$ cat config.mk
export PLATFORM = sky130hd
export DESIGN_NAME = regfile_param_bypass_flat
export DESIGN_NICKNAME = d
export VERILOG_FILES = /design/src/rtl/regfile_param_bypass_if.sv /design/src/rtl/regfile_param_bypass.sv /design/src/flat_wrapper.sv
export SDC_FILE = /design/constraint.sdc
export NUM_CORES = 1
export LEC_CHECK = 0
export ABC_AREA = 0
export CORE_UTILIZATION = 35
export CTS_CLUSTER_DIAMETER = 80
export DETAILED_ROUTE_END_ITERATION = 7
export SYNTH_ARGS = -nofsm -noshare
export SYNTH_HDL_FRONTEND = slang
export SYNTH_SLANG_ARGS = --single-unit
$ cat constraint.sdc
create_clock -name clk -period 7 [get_ports clk]
set_input_delay 1.05 -clock clk [delete_from_list [all_inputs] [get_ports clk]]
set_output_delay 1.05 -clock clk [all_outputs]
set_load 0.01 [all_outputs]
$ cat src/rtl/regfile_param_bypass_if.sv
// Bus interface for regfile_param_bypass.
// master : request side (decode stage). It drives the write and read requests and receives the read data.
// slave  : register file side.
// Signals:
//   enable_w/address_w/In                   write port
//   enable_a/address_a, enable_b/address_b  read requests
//   OutA/valid_a, OutB/valid_b              registered read data and its update strobe
//   busy                                    clear sequence in progress
interface regfile_param_bypass_if #(
  parameter int DATA_W = 32,
  parameter int ADDR_W = 5
);
  logic              enable_w;
  logic [ADDR_W-1:0] address_w;
  logic [DATA_W-1:0] In;
  logic              enable_a;
  logic [ADDR_W-1:0] address_a;
  logic              enable_b;
  logic [ADDR_W-1:0] address_b;
  logic [DATA_W-1:0] OutA;
  logic              valid_a;
  logic [DATA_W-1:0] OutB;
  logic              valid_b;
  logic              busy;

  modport master (
    output enable_w, address_w, In, enable_a, address_a, enable_b, address_b,
    input  OutA, valid_a, OutB, valid_b, busy
  );

  modport slave (
    input  enable_w, address_w, In, enable_a, address_a, enable_b, address_b,
    output OutA, valid_a, OutB, valid_b, busy
  );
endinterface

$ cat src/rtl/regfile_param_bypass.sv
// regfile_param_bypass
// Parametrised register file with one write port and two read ports.
// Reads are registered, with a latency of one cycle, and use write-to-read bypass.
// After every reset a clear sequencer writes zero to each entry.
// The sequencer holds busy high for DEPTH cycles.
// Ports:
//   clk  single clock; all state updates on the posedge
//   rst  synchronous reset, active-high; has priority over every other input
//   bus  regfile_param_bypass_if.slave (write port, read ports A/B, busy)
// Optional build macro:
//   REGFILE_ZERO_REG_EN  entry 0 is hardwired to zero.
//                        Writes to address 0 are discarded, and reads of address 0 return 0.
module regfile_param_bypass #(
  parameter int DATA_W = 32,
  parameter int ADDR_W = 5
) (
  input logic                   clk,
  input logic                   rst,
  regfile_param_bypass_if.slave bus
);
  localparam int DEPTH = 2 ** ADDR_W;

`ifdef REGFILE_ZERO_REG_EN
  localparam bit ZERO_REG = 1'b1;
`else
  localparam bit ZERO_REG = 1'b0;
`endif

  typedef enum logic {CLEAR, READY} state_t;

  state_t            state, next_state;
  logic [ADDR_W-1:0] clr_ptr;
  logic [DATA_W-1:0] mem [DEPTH];

  logic              wr_en;
  logic [ADDR_W-1:0] wr_addr;
  logic [DATA_W-1:0] wr_data;
  logic [DATA_W-1:0] rd_a;
  logic [DATA_W-1:0] rd_b;
  logic              clr_last;

  assign clr_last = &clr_ptr;
  assign bus.busy = (state == CLEAR);

  always_ff @(posedge clk) begin
    if (rst) state <= CLEAR;
    else     state <= next_state;
  end

  always_comb begin
    next_state = state;
    case (state)
      CLEAR:   if (clr_last) next_state = READY;
      READY:   next_state = READY;
      default: next_state = CLEAR;
    endcase
  end

  // Single physical write port shared by the clear sequencer and the user write.
  // A write in a reset cycle is dropped.
  always_comb begin
    wr_en   = 1'b0;
    wr_addr = clr_ptr;
    wr_data = '0;
    if (!rst) begin
      case (state)
        CLEAR: wr_en = 1'b1;
        READY: begin
          if (bus.enable_w && !(ZERO_REG && bus.address_w == '0)) begin
            wr_en   = 1'b1;
            wr_addr = bus.address_w;
            wr_data = bus.In;
          end
        end
        default: wr_en = 1'b0;
      endcase
    end
  end

  // The zero-register check takes precedence over bypass.
  // A same-cycle write to entry 0 must still read back as 0.
  always_comb begin
    rd_a = mem[bus.address_a];
    if (ZERO_REG && bus.address_a == '0)
      rd_a = '0;
    else if (bus.enable_w && bus.address_w == bus.address_a)
      rd_a = bus.In;
  end

  always_comb begin
    rd_b = mem[bus.address_b];
    if (ZERO_REG && bus.address_b == '0)
      rd_b = '0;
    else if (bus.enable_w && bus.address_w == bus.address_b)
      rd_b = bus.In;
  end

  always_ff @(posedge clk) begin
    if (wr_en) mem[wr_addr] <= wr_data;
  end

  always_ff @(posedge clk) begin
    if (rst) begin
      clr_ptr     <= '0;
      bus.OutA    <= '0;
      bus.OutB    <= '0;
      bus.valid_a <= 1'b0;
      bus.valid_b <= 1'b0;
    end else begin
      case (state)
        CLEAR: begin
          // The pointer parks on the terminal count; the next reset restarts it from 0.
          if (!clr_last) clr_ptr <= clr_ptr + 1'b1;
          bus.valid_a <= 1'b0;
          bus.valid_b <= 1'b0;
        end
        READY: begin
          bus.valid_a <= bus.enable_a;
          bus.valid_b <= bus.enable_b;
          if (bus.enable_a) bus.OutA <= rd_a;
          if (bus.enable_b) bus.OutB <= rd_b;
        end
        default: begin
          bus.valid_a <= 1'b0;
          bus.valid_b <= 1'b0;
        end
      endcase
    end
  end
endmodule

$ cat src/flat_wrapper.sv
// flat-port wrapper written by rule: the top's interface ports become plain ports
module regfile_param_bypass_flat 
#(
  parameter int DATA_W = 32,
  parameter int ADDR_W = 5
)
  (clk, rst, bus_enable_w, bus_address_w, bus_In, bus_enable_a, bus_address_a, bus_enable_b, bus_address_b, bus_OutA, bus_valid_a, bus_OutB, bus_valid_b, bus_busy);
  regfile_param_bypass_if #(.DATA_W(DATA_W), .ADDR_W(ADDR_W)) bus_i ();
  input logic clk;
  input logic rst;
  input wire logic [$bits(bus_i.enable_w)-1:0] bus_enable_w;
  input wire logic [$bits(bus_i.address_w)-1:0] bus_address_w;
  input wire logic [$bits(bus_i.In)-1:0] bus_In;
  input wire logic [$bits(bus_i.enable_a)-1:0] bus_enable_a;
  input wire logic [$bits(bus_i.address_a)-1:0] bus_address_a;
  input wire logic [$bits(bus_i.enable_b)-1:0] bus_enable_b;
  input wire logic [$bits(bus_i.address_b)-1:0] bus_address_b;
  output wire logic [$bits(bus_i.OutA)-1:0] bus_OutA;
  output wire logic [$bits(bus_i.valid_a)-1:0] bus_valid_a;
  output wire logic [$bits(bus_i.OutB)-1:0] bus_OutB;
  output wire logic [$bits(bus_i.valid_b)-1:0] bus_valid_b;
  output wire logic [$bits(bus_i.busy)-1:0] bus_busy;
  assign bus_i.enable_w = bus_enable_w;
  assign bus_i.address_w = bus_address_w;
  assign bus_i.In = bus_In;
  assign bus_i.enable_a = bus_enable_a;
  assign bus_i.address_a = bus_address_a;
  assign bus_i.enable_b = bus_enable_b;
  assign bus_i.address_b = bus_address_b;
  assign bus_OutA = bus_i.OutA;
  assign bus_valid_a = bus_i.valid_a;
  assign bus_OutB = bus_i.OutB;
  assign bus_valid_b = bus_i.valid_b;
  assign bus_busy = bus_i.busy;
  regfile_param_bypass #(.DATA_W(DATA_W), .ADDR_W(ADDR_W)) u_core (.clk(clk), .rst(rst), .bus(bus_i));
endmodule
==> results of run 1 <==
placed cells by master, fill, tap and decap left out, types with 72 or more instances in the layout:
master,netlist,final
a22oi_1,346,346
edfxtp_1,1024,1024
nand2_1,213,211
mux4_2,88,88
mux2i_1,769,769
dfxtp_1,72,72
clkdlybuf4s50_1,0,115
buf_4,1,77
mux2_2,81,81
clkbuf_16,0,113
nand3_1,141,141
logic make-up (layout without fill, tap and decap cells):
family                     after synthesis  count (layout)  synth area share
AOI/OAI and AO/OA                      603             603            0.0940
xor gates and xnor gates                 9               9           0.00153
DFF                                   1096            1096             0.626
muxes                                  939             939             0.206
and+or+nand+nor                        503             503            0.0462
adders and majority gates                2               2          0.000486
other                                    0               1                 0
buffers and inverters                  307             454            0.0259
metrics by stage:
| step | total power (W) | setup slack, ns |
|---|---|---|
| after CTS | 0.0142 | 2.34 |
| after global placement | 0.00822 | 1.73 |
| final | 0.0141 | 2.23 |
| after floorplan | 0.00784 | 3.14 |
| after detailed placement | 0.00822 | 1.63 |
| after global routing | 0.0145 | 2.07 |
worst register-to-register path: cells and delay by family, from the launching register on:
family,cells,cell delay [ns]
buf+inv,2,0.80
flops,1,0.87
mux,1,0.49
simple gates,4,2.03
cell usage after synthesis (3+ instances only):
| cell | number |
|---|---|
| a211oi_1 | 14 |
| a21oi_1 | 48 |
| a221oi_1 | 52 |
| a22oi_1 | 346 |
| and2_1 | 3 |
| and3_1 | 5 |
| and4_1 | 31 |
| buf_1 | 21 |
| buf_2 | 101 |
| buf_6 | 7 |
| clkbuf_1 | 142 |
| dfxtp_1 | 72 |
| edfxtp_1 | 1024 |
| inv_1 | 35 |
| mux2_2 | 81 |
| mux2i_1 | 769 |
| mux4_2 | 88 |
| nand2_1 | 213 |
| nand2b_1 | 10 |
| nand3_1 | 141 |
| nand4_1 | 9 |
| nor2_1 | 59 |
| nor2b_1 | 19 |
| nor3_1 | 4 |
| o21ai_0 | 13 |
| o221ai_1 | 4 |
| o221ai_2 | 59 |
| o22ai_1 | 50 |
| xnor2_1 | 3 |
| xor2_1 | 6 |
flip-flops by register name, indices dropped and copies added, names as in the netlist:
register	count
u_core.mem	1024
u_core.bus.OutA	32
u_core.bus.OutB	32
u_core.clr_ptr	5
u_core.bus.valid_a	1
u_core.bus.valid_b	1
u_core.state	1
worst max path at each step:
stage | depth (start not counted) | slack (ns) | to | start
after floorplan | 6 | 3.14 | u_core.mem[24][0] | rst
after global placement | 8 | 1.73 | u_core.mem[8][4] | rst
after detailed placement | 8 | 1.63 | u_core.mem[21][18] | rst
after CTS | 8 | 2.34 | u_core.mem[8][5] | rst
after global routing | 8 | 2.07 | u_core.mem[21][30] | rst
final | 8 | 2.23 | u_core.mem[21][15] | rst
power by group:
group | switching (W) | total (W) | internal, W
clock | 0.00264 | 0.00605 | 0.00341
combinational | 0.000645 | 0.000977 | 0.000332
sequential | 0.0000239 | 0.00713 | 0.00710
final cells by class:
cell class	instances	area share
antenna	1	0.0000425
clock buffer	141	0.0503
clock inverter	65	0.0115
inverter	35	0.00223
multi-input combinational	2056	0.312
sequential	1096	0.547
tap	1917	0.0408
timing repair buffer	213	0.0362
routing by layer:
metal / vias up / track usage / part of all wire
li1: 14000 / - / -
met1: 17300 / 0.319 / 0.43
met2: 1746 / 0.338 / 0.44
met3: 269 / 0.0532 / 0.10
met4: 2 / 0.0725 / 0.030
met5: - / 0 / 0.000047
==> results summary, run 1 <==
The flow ran to the end, and the final reports show no timing, DRC or antenna violations. The pin count of the biggest net entering global routing is 130. The remaining number of nets flagged by the antenna check after routing is 0. The clock-pin slew on the worst setup and hold paths is 0.06 ns. In this run the vertical extent of the chip is 385 µm. The number of non-filler instances in the completed layout is 5,524. The number of I/O pins is 119. The post-synthesis sequential area ratio is 0.626.

The number of detailed-routing iterations run before antenna repair came out at 5. The number of max-slew violations in the final report came out at 0. The initial standard-cell utilization of the core came out at 0.353.

The setup path with the least slack is of type in -> reg. Once placement completed, the tool counted placed cells totaling 5,317. After routing the design area is 0.0589 mm². The core occupancy in the finished layout is 0.404. Clock skew on the completed layout was measured at 0.0304 ns. In this run the most critical hold path is launched from u_core.bus.OutB[4]. The number of global-route vias before repair is 32.6k. Of all cell types, the one taking the most synthesized area is edfxtp_1. The path class of the tightest hold or removal check is reg -> reg. Measured along the x axis, the die boundary spans 385 µm.

The destination of the worst register-to-register timing path is u_core.mem[21][15]. By area the synthesized netlist is led by edfxtp_1, mux2i_1, a22oi_1. The net count after synthesis came out at 3,513. The final setup TNS came out at 0 ns. The highest net fanout along the worst path is 17. The routed via count divided by cell count is 6.04. The average detailed-routed wire length per instance is 31.0 µm. The number of sinks driven by the clock tree came out at 1,096.

Setup violations remaining at the end of the flow were counted as 0. Once placement finished, the instance area stood at 0.0552 mm². The share of synthesized area in the top cell type comes to 0.598. The most used flip-flop cell after synthesis is edfxtp_1. The net count reported at finish came out at 3,568. The relative max-transition margin is 0.103.

In the global route stage, overall resource usage came out at 0.225. The number of fill cells is 13.3k. The number of I/O port buffers is 118.

The maximum frequency from static timing analysis is 0.209 GHz. The worst setup path is captured at a flip-flop. In this design, the stage delay of the slowest critical-path cell is 0.81 ns. Among all stages on the critical path, the largest delay is contributed by nor2_4.

The H-tree was split into 3 levels. The maximum count of clock buffers along a single path came out at 3. The total power per unit cell area is 240 mW/mm². The path with the worst hold slack has its endpoint at u_core.bus.OutB[4]. Summed over all layers, the global routing overflow is 0. The number of max-cap violations came out at 0. The standard-cell row count is 140. In this run the register-to-register setup slack is 2.45 ns. The launch point of the worst reg-to-reg path is u_core.state. For the pin with the worst max-slew slack, the measured transition is 1.34 ns.

The area growth from synthesis to layout is 14.4%. Setup repair after global routing left no endpoint under its margin. The clock tree root buffer cell is clkbuf_16. The core area came out at 0.146 mm². The register cell area after layout is 0.0322 mm².

Summed over all nets, the half-perimeter wirelength after detailed placement is 102,000 µm. The number of enable flip-flop cells after synthesis is 1,024. The hold slack is 0.469 ns. The area of the die is 0.149 mm². The first-pass GRT wire length came out at 240,000 µm. The detailed router's first-iteration violation count is 4,214. The maximum ir drop on the vdd rail is 0.203 mV. Gates resized during post-CTS repair numbered 0. For this run, design rule violations remaining after detail routing come to 0. The required arrival time at the worst endpoint came out at 7.40 ns.

Dividing the synthesized area by the synthesized cell count gives 14.9 µm². Synthesis produced a netlist whose cell count is 3,459. The TritonCTS buffer count came out at 112. The routed layout has 33.3k vias. The number of instances on the worst hold path came out at 2.

The post-synthesis instance area is 0.0514 mm². Counting flops and latches in the post-synthesis netlist gives 1,096. For this run, the number of Yosys warnings is 0. The arrival time of the worst setup path is 5.18 ns. Post-CTS timing repair inserted 0 buffers for setup. Counting both buffers and inverters, the worst setup path holds a total of 3. The leakage power came out at 18.9 nW.

The routed design has 171,000 µm of wire. The number of antenna violations at the first check in global routing came to 3. The clock insertion delay at the later pin of the skew report came out at 0.74 ns. The final weighted congestion in routability-driven placement came out at 0.858. After clock tree synthesis, the flow added hold-fix buffers numbering 0. The distinct cell type count of the synthesized netlist is 53. The fraction of final layout cells sized beyond drive strength 1 came out at 0.155. The number of hold-slack violations in the final timing report came out at 0. The signal on the critical path passes through clkdlybuf4s50_1, and3b_2, buf_4, mux2i_1, nor2b_1, nand2_1, nor2_4, buf_4.

In the final layout, the multi-input gates occupy 0.0184 mm². By instance count, the cell type seen most on the critical path is buf_4. For the worst flop-to-flop path, the logic depth is 7. The critical path launch point type is a primary input. The TritonCTS clock tree is done.

Of the available clock period, the critical path in the final layout requires 0.682. The routed design could run at a clock period as short as 4.77 ns. After synthesis, the share of flip-flops with an asynchronous set or reset is 0. In this design, the largest share of critical-path delay is due to simple AND/OR/NAND/NOR gates.
Note: power is estimated with default switching activity, not from simulation.
==> inputs of run 2 (changes only) <==
==> constraint.sdc (replaced) <==
create_clock -name clk -period 4.65 [get_ports clk]
set_input_delay 0.6975 -clock clk [delete_from_list [all_inputs] [get_ports clk]]
set_output_delay 0.6975 -clock clk [all_outputs]
set_load 0.01 [all_outputs]
==> run 2 against run 1 <==
Compared with the run above: utilization up 0.64 points; worst setup slack worse by 1.1 ns; power up 50%; non-clock buffer count up 91; combinational power up 55%; global-route usage up 0.054 points; cell area up 1.6%; critical endpoint is now u_core.bus.OutA[12]; largest power group unchanged.
==> results summary, run 2 (same netlist as run 1, synthesis figures left out) <==
TritonCTS built the clock tree. The fraction of final layout cells sized beyond drive strength 1 came out at 0.174. The finished layout holds 5,619 standard cells, fillers aside. The net count reported at finish came out at 3,661. The post-CTS resize count is 0.

The actual slew at the worst max-slew pin came out at 1.09 ns. The required arrival time at the worst endpoint is 5.32 ns. The detailed placement HPWL is 105,000 µm. The clock-pin slew on the worst setup and hold paths came out at 0.06 ns. Of the available clock period, the critical path in the final layout requires 0.763.

The detailed router's first-iteration violation count came out at 4,066. The area of the die is 0.149 mm². The H-tree was split into 3 levels.

The TritonCTS buffer count is 114. In this run the horizontal extent of the chip is 385 µm. The maximum clock skew at final layout came out at 0.0417 ns. In this run the remaining antenna-violating nets after routing total 0. The first-pass GRT wire length came out at 241,000 µm. The run finished with clean final reports. The register containing the most flip-flops in the final layout is u_core.mem. Global routing finished with a remaining overflow of 0.

The number of cells after detailed placement is 5,408. The core occupancy in the finished layout is 0.410. In this run the static leakage power is 19.5 nW. The number of sinks driven by the clock tree is 1,096. STA classifies the critical path endpoint as a flip-flop. The routed via count divided by cell count is 5.97. The number of hold-slack violations in the final timing report came out at 0. The largest registers in the layout are u_core.mem x1024, u_core.bus.OutA x32, u_core.bus.OutB x32.

Max-cap violations in this run came to 0. The number of global-route vias before repair came out at 32.8k. The total power per unit cell area is 355 mW/mm².

The number of fill cells came out at 13.2k. Across the VDD grid, the largest voltage drop is 0.291 mV. After detailed routing, the average wire length per cell comes to 30.4 µm. The vertical die dimension is 385 µm. The number of antenna violations at the first check in global routing came out at 4. Setup violations remaining at the end of the flow were counted as 0. The relative max-transition margin is 0.275. Before antenna repair, the detailed router went through 7 iterations.

The buffers inserted during post-CTS setup optimization came out at 0. The number of I/O port buffers is 118. In the global route stage, overall resource usage came out at 0.226. The maximum frequency from static timing analysis is 0.282 GHz. The final weighted congestion in routability-driven placement is 0.860. The final layout contains routed wiring with a total length of 171,000 µm. The post-layout minimum cycle time came out at 3.55 ns.

After floorplanning, the core was divided into 140 placement rows. The tree is rooted in a clkbuf_16. The type of the most critical hold path is reg -> reg. The initial standard-cell utilization of the core came out at 0.353. The library cell used most frequently in the layout, excluding fill and tap cells, is edfxtp_1. The library cells used most frequently in the layout, excluding fill and tap cells, are edfxtp_1, mux2i_1, a22oi_1. The core area is 0.146 mm².

The number of I/O pins came out at 119. The worst setup path is of the in -> reg kind. The number of flip-flops under the largest register name came out at 1,024.

The hold-fix buffer count after cts is 0. Data arrives at the worst endpoint at 4.22 ns. The number of DRC violations after detailed routing is 0.

The maximum count of clock buffers along a single path came out at 3. Clock latency on the worst-skew pair, taken at its later pin, is 0.76 ns. After routing the design area is 0.0598 mm². The pin count of the biggest net entering global routing is 75. The vias after detailed routing came out at 33.6k. STA classifies the critical path startpoint as a primary input.

Relative to the synthesized area, the layout overhead comes to 16.2%. The number of max-slew violations in the final report is 0. The area of placed instances is 0.0562 mm².

The final setup TNS came out at 0 ns. The highest net fanout along the worst path is 36. Setup repair after global routing left no endpoint under its margin.
[run 2: power by group]
part | total [W] | switching (W) | internal [W] | leakage [nW]
Sequential | 0.0107 | 0.0000328 | 0.0107 | 8.52
Combinational | 0.00151 | 0.000976 | 0.000537 | 9.19
Clock | 0.00897 | 0.00401 | 0.00496 | 1.77
[run 2: final cells by class]
class	instances	area (µm²)	area share
inverters	35	131	0.00220
flip-flops and latches	1096	32200	0.538
repair buffers	304	3090	0.0517
clock inverters	62	572	0.00956
clock buffers	148	3040	0.0509
well taps	1917	2400	0.0401
diodes	1	2.50	0.0000419
multi-input cells	2056	18400	0.307
[run 2: critical path, cell delays in order]
cell	delay (ns)
clkdlybuf4s50_1	0.72
and3b_2	0.34
buf_4	0.63
a21oi_1	0.06
or4_1	0.63
or3_2	0.50
buf_4	0.34
o221ai_2	0.25
[run 2: metrics by stage]
| stage | setup WS [ns] | hold slack, ns | total power, W |
|---|---|---|---|
| global route | 0.961 | 0.496 | 0.0217 |
| global placement | 0.439 | 0.457 | 0.0124 |
| finish | 1.10 | 0.476 | 0.0212 |
| floorplan | 1.14 | 0.503 | 0.0118 |
| CTS | 1.20 | 0.475 | 0.0213 |
| detailed placement | 0.413 | 0.448 | 0.0124 |
[run 2: layer usage]
layer,share of wire,GRT usage,wire (µm)
met1,0.44,0.327,75000
met2,0.44,0.341,75900
met3,0.091,0.0440,15500
met4,0.026,0.0672,4360
met5,0.000070,0,12
[run 2: path summary, 6_finish.rpt]
| kind | from | depth (start not counted) | endpoint | slack (ns) |
|---|---|---|---|---|
| hold / removal | u_core.bus.OutB[11] | 2 | u_core.bus.OutB[11] | 0.48 |
| hold reg to reg | u_core.bus.OutB[11] | 2 | u_core.bus.OutB[11] | 0.48 |
| setup / recovery | bus_enable_w | 8 | u_core.bus.OutA[12] | 1.10 |
| setup reg to reg | u_core.state | 7 | u_core.bus.OutA[12] | 1.48 |
